**src/rtl/gray_sequencer_pkg.sv**
```systemverilog
// rtl/gray_sequencer_pkg.sv - shared state encoding and constants for the Gray code sequencer
package gray_sequencer_pkg;

  // Sequencer control states
  typedef enum logic [1:0] {
    IDLE = 2'd0,
    RUN  = 2'd1,
    DONE = 2'd2
  } seq_state_t;

  // Width of the completed-pass counter (wraps 255 -> 0)
  localparam int PASS_CNT_W = 8;

endpackage

```
**src/rtl/bin2gray_n.sv**
```systemverilog
// rtl/bin2gray_n.sv - purely combinational WIDTH-bit binary to Gray converter
module bin2gray_n #(
  parameter int WIDTH = 4
) (
  input  logic [WIDTH-1:0] i_bin,
  output logic [WIDTH-1:0] o_gray
);

  // Each Gray bit is the XOR of a binary bit and its upper neighbour
  assign o_gray = i_bin ^ (i_bin >> 1);

endmodule

```
**src/rtl/gray_sequencer.sv**
```systemverilog
// rtl/gray_sequencer.sv - up/down Gray code sequencer with ready/valid output and pass counting
module gray_sequencer
  import gray_sequencer_pkg::*;
#(
  parameter int WIDTH = 4
) (
  input  logic                  clk,
  input  logic                  rst_n,
  input  logic                  start,
  input  logic                  stop,
  input  logic                  mode,
  input  logic                  up_dn,
  input  logic [WIDTH-1:0]      limit,
  input  logic                  out_ready,
  output logic                  out_valid,
  output logic [WIDTH-1:0]      bin_out,
  output logic [WIDTH-1:0]      gray_out,
  output logic                  busy,
  output logic                  done,
  output logic [PASS_CNT_W-1:0] pass_cnt
);

  localparam logic [WIDTH-1:0]      BIN_ONE  = {{(WIDTH-1){1'b0}}, 1'b1};
  localparam logic [PASS_CNT_W-1:0] PASS_ONE = {{(PASS_CNT_W-1){1'b0}}, 1'b1};

  seq_state_t            r_state;
  logic [WIDTH-1:0]      r_bin;
  logic [WIDTH-1:0]      r_limit;
  logic                  r_mode;
  logic                  r_up;
  logic                  r_valid;
  logic                  r_busy;
  logic                  r_done;
  logic [PASS_CNT_W-1:0] r_pass_cnt;

  logic                  w_xfer;
  logic                  w_terminal;
  logic [WIDTH-1:0]      w_gray;

  // A code is consumed whenever the consumer accepts a valid output
  assign w_xfer     = r_valid && out_ready;
  // Last code of a pass depends on the direction latched at start
  assign w_terminal = r_up ? (r_bin == r_limit) : (r_bin == '0);

  // Gray output follows the binary register with no extra pipeline stage
  bin2gray_n #(
    .WIDTH(WIDTH)
  ) u_bin2gray (
    .i_bin (r_bin),
    .o_gray(w_gray)
  );

  // Control FSM: all outputs and configuration are registered here
  always_ff @(posedge clk or negedge rst_n) begin
    if (!rst_n) begin
      r_state    <= IDLE;
      r_bin      <= '0;
      r_limit    <= '0;
      r_mode     <= 1'b0;
      r_up       <= 1'b0;
      r_valid    <= 1'b0;
      r_busy     <= 1'b0;
      r_done     <= 1'b0;
      r_pass_cnt <= '0;
    end else begin
      r_done <= 1'b0;
      case (r_state)
        IDLE: begin
          if (start) begin
            r_state <= RUN;
            r_valid <= 1'b1;
            r_busy  <= 1'b1;
            r_mode  <= mode;
            r_up    <= up_dn;
            r_limit <= limit;
            r_bin   <= up_dn ? '0 : limit;
          end
        end
        RUN: begin
          // Abort wins over terminal detection; an accepted code does not advance
          if (stop) begin
            r_state <= IDLE;
            r_valid <= 1'b0;
            r_busy  <= 1'b0;
          end else if (w_xfer) begin
            if (w_terminal) begin
              if (r_mode) begin
                r_bin      <= r_up ? '0 : r_limit;
                r_pass_cnt <= r_pass_cnt + PASS_ONE;
              end else begin
                r_state <= DONE;
                r_valid <= 1'b0;
                r_busy  <= 1'b0;
                r_done  <= 1'b1;
              end
            end else begin
              r_bin <= r_up ? (r_bin + BIN_ONE) : (r_bin - BIN_ONE);
            end
          end
        end
        DONE: begin
          r_state <= IDLE;
        end
        default: begin
          r_state <= IDLE;
          r_valid <= 1'b0;
          r_busy  <= 1'b0;
        end
      endcase
    end
  end

  assign out_valid = r_valid;
  assign bin_out   = r_bin;
  assign gray_out  = w_gray;
  assign busy      = r_busy;
  assign done      = r_done;
  assign pass_cnt  = r_pass_cnt;

endmodule

```
**config.mk**
```make
export PLATFORM = sky130hd
export DESIGN_NAME = gray_sequencer
export DESIGN_NICKNAME = d
export VERILOG_FILES = /design/src/rtl/gray_sequencer_pkg.sv /design/src/rtl/bin2gray_n.sv /design/src/rtl/gray_sequencer.sv
export SDC_FILE = /design/constraint.sdc
export NUM_CORES = 1
export LEC_CHECK = 0
export CORE_MARGIN = 2
export CORE_UTILIZATION = 30
export CTS_CLUSTER_DIAMETER = 50
export DETAILED_ROUTE_END_ITERATION = 7
export PLACE_DENSITY_LB_ADDON = 0.15
export SKIP_CTS_REPAIR_TIMING = 1
export SYNTH_ARGS = -nofsm -noshare
export SYNTH_HDL_FRONTEND = slang
export SYNTH_HIERARCHICAL = 1
export SYNTH_SLANG_ARGS = --single-unit
```
**constraint.sdc**
```tcl
create_clock -name clk -period 2.7 [get_ports clk]
set_clock_uncertainty 0.15 [all_clocks]
set_input_delay 0.54 -clock clk [delete_from_list [all_inputs] [get_ports clk]]
set_output_delay 0.54 -clock clk [all_outputs]
set_load 0.1 [all_outputs]
```
==> results of run 1 <==
==> synthesized netlist by cell type (all sizes together), types with 3 or more instances <==
| library cell | instances | area, um^2 |
|---|---|---|
| and3 | 4 | 25.02 |
| xor2 | 5 | 43.79 |
| dfrtp | 22 | 550.5 |
| ha | 3 | 37.54 |
| inv | 3 | 11.26 |
| nor2 | 3 | 11.26 |
| nand2b | 3 | 26.27 |
| xnor2 | 13 | 113.9 |
| and4 | 3 | 26.28 |
| a21oi | 7 | 35.03 |
| nor3b | 3 | 22.52 |
| nand3 | 5 | 25.02 |
| nand4 | 4 | 25.02 |
| o21ai | 7 | 35.03 |
| nand2 | 5 | 18.77 |
| mux2 | 8 | 90.08 |
| o31ai | 4 | 35.03 |
==> cells in the final DEF, fill, tap and decap left out, types with 2 or more instances in the layout <==
cell,count
buf_4,22
and4_1,3
a21oi_1,7
o31ai_1,3
nand3_1,5
o21ai_1,3
and3_1,4
nor2_1,3
a21o_1,2
nand2b_1,2
ha_1,3
nand4b_1,2
nand2_1,5
xnor2_1,13
mux2_1,3
nor3b_1,3
clkdlybuf4s50_1,10
inv_1,2
xor2_2,3
clkbuf_8,3
xor2_1,2
o21ai_0,4
mux2_2,5
dfrtp_1,22
nand4_1,4
nor3_1,2
==> per-stage QoR <==
step	setup slack, ps	cells	area (um^2)	util (%)	TNS, ps
floorplan	-52.97	121	1318	-	-145.4
global placement	220.4	199	1623	39.71	0
detailed placement	201.2	199	1623	39.71	0
CTS	335.8	203	1694	41.46	0
global route	206.9	203	1694	41.46	0
finish	308.4	203	1694	41.46	0
==> cell type report <==
class	count	area [um^2]
timing repair buffer	32	265.3
fill	395	2392
clock buffer	3	41.29
tap	50	62.56
multi-input combinational	92	733.2
sequential	22	550.5
inverter	3	11.26
clock inverter	1	30.03
==> logic make-up after synthesis <==
kind of cell,after synthesis,share of synthesized area (%)
flops,22,42.51
xor+xnor,18,12.17
simple gates,37,17.87
buf+inv,7,2.609
compound gates,25,13.43
fa+ha+maj,4,4.445
mux,8,6.956
==> worst paths after layout <==
path | start | endpoint
min | pass_cnt[7]$_DFFE_PN0P_ | pass_cnt[7]$_DFFE_PN0P_
max in group asynchronous | rst_n | bin_out[1]$_DFFE_PN0P_
max reg2reg | bin_out[1]$_DFFE_PN0P_ | bin_out[0]$_DFFE_PN0P_
min in group asynchronous | rst_n | pass_cnt[5]$_DFFE_PN0P_
min reg2reg | pass_cnt[7]$_DFFE_PN0P_ | pass_cnt[7]$_DFFE_PN0P_
max | bin_out[1]$_DFFE_PN0P_ | bin_out[0]$_DFFE_PN0P_
==> worst max-delay path, cell delays in order (launching register included) <==
cell	delay, ps
dfrtp_1	530
or4_4	610
nand2b_4	200
o31ai_2	250
or2_2	200
mux2_1	340
==> registers in the layout, indices dropped and copies added, names as in the netlist <==
name,cells
bin_out,4
busy,1
done,1
pass_cnt,8
r_limit,4
r_mode,1
r_state,2
r_up,1
==> routing by layer <==
metal	global-route usage [%]	wire (um)
met5	0	0
met4	5.556	38
met1	16.24	1316
met3	2.616	143
met2	22.12	1420
==> impl_metrics.tcl, run 1 <==
set metrics [dict create \
    status "complete, no violations" \
    root_buffer "clkbuf_8" \
    synth_edf_count 0 \
    grt_max_degree 23 \
    routed_wl_mm 2.918 \
    dr_total_vias 1048 \
    drive_gt1_share_pct 26.14 \
    wl_per_cell_um 14.37 \
    firstDrtPassIters 4 \
    gp_congestion 0.8348 \
    setup_viol 0 \
    slew_viol_final 0 \
    yosysWarnings 6 \
    synth_ff_type "dfrtp_1" \
    r2r_slack_ps 310 \
    r2r_cells 5 \
    grt_usage_pct 13.09 \
    fp.dieH_um 69.70 \
    rsz0062_at_grt "no" \
    syn_avg_cell_area_um2 10.70 \
    syn_nets 136 \
    fin_crit_ps 2392 \
    hold_viol 0 \
    fmax_mhz 418.1 \
    overflow 0 \
    clk_pin_slew_ps 80 \
    cp-end-kind "register" \
    fin_crit_sh_pct 88.58 \
    grt_pass1_wl_mm 5.216 \
    syn_inst 121 \
    whs_path_depth 1 \
    drtIter0Drc 47 \
    numCtsBuffers 3 \
    n_antenna_cell 0 \
    port_buffers 29 \
    dieArea_mm2 0.004858 \
    syn_to_final_growth_pct 30.82 \
    cp-start-kind "register" \
    cap_violations 0 \
    cts_tree "done" \
    drtAntennaViolNets 0 \
    syn_area_mm2 0.001295 \
    dp_hpwl_mm 2.167 \
    numClockSinks 22 \
    antenna_found_initial 0 \
    insertion_delay_ps 270 \
    rows 23 \
    core_mm2 0.004086 \
    start_util_pct 31.69 \
    die_w_um 69.70 \
    yosys.cell_types.count 36 \
    required_ps 2690 \
    drc 0 \
    vias_per_cell 5.163 \
    final_nets 169 \
    ys_async_sr_fraction_pct 100.0 \
    seq_area_frac_synth_pct 42.51 \
    arrival_ps 2380 \
    cp_max_fo 8 \
    hold_slack_ps 325.9 \
    ys_ff_latch 22 \
    clockBufferDepth 2 \
    slew_headroom_pct 72.14 \
    hp-class "register to register" \
    worstMarginPinSlew_ps 417.1 \
    htreeDepth 1 \
    ios 30 \
    crit_type "register to register" \
    grt_pass1_vias 1140 \
]
Power of run 1 is not shown: default switching activity piles up to over one toggle a cycle in this logic, so the estimate is an artifact.
==> run 2, diff against run 1 <==
--- a/config.mk
+++ b/config.mk
@@ -5,6 +5,7 @@
 export SDC_FILE = /design/constraint.sdc
 export NUM_CORES = 1
 export LEC_CHECK = 0
+export CAP_MARGIN = 10
 export CORE_MARGIN = 2
 export CORE_UTILIZATION = 30
 export CTS_CLUSTER_DIAMETER = 50
==> results of run 2 <==
Same layout as run 1: the final DEF is identical, and so are final timing and power.
Power of run 2 is left out for the same reason.
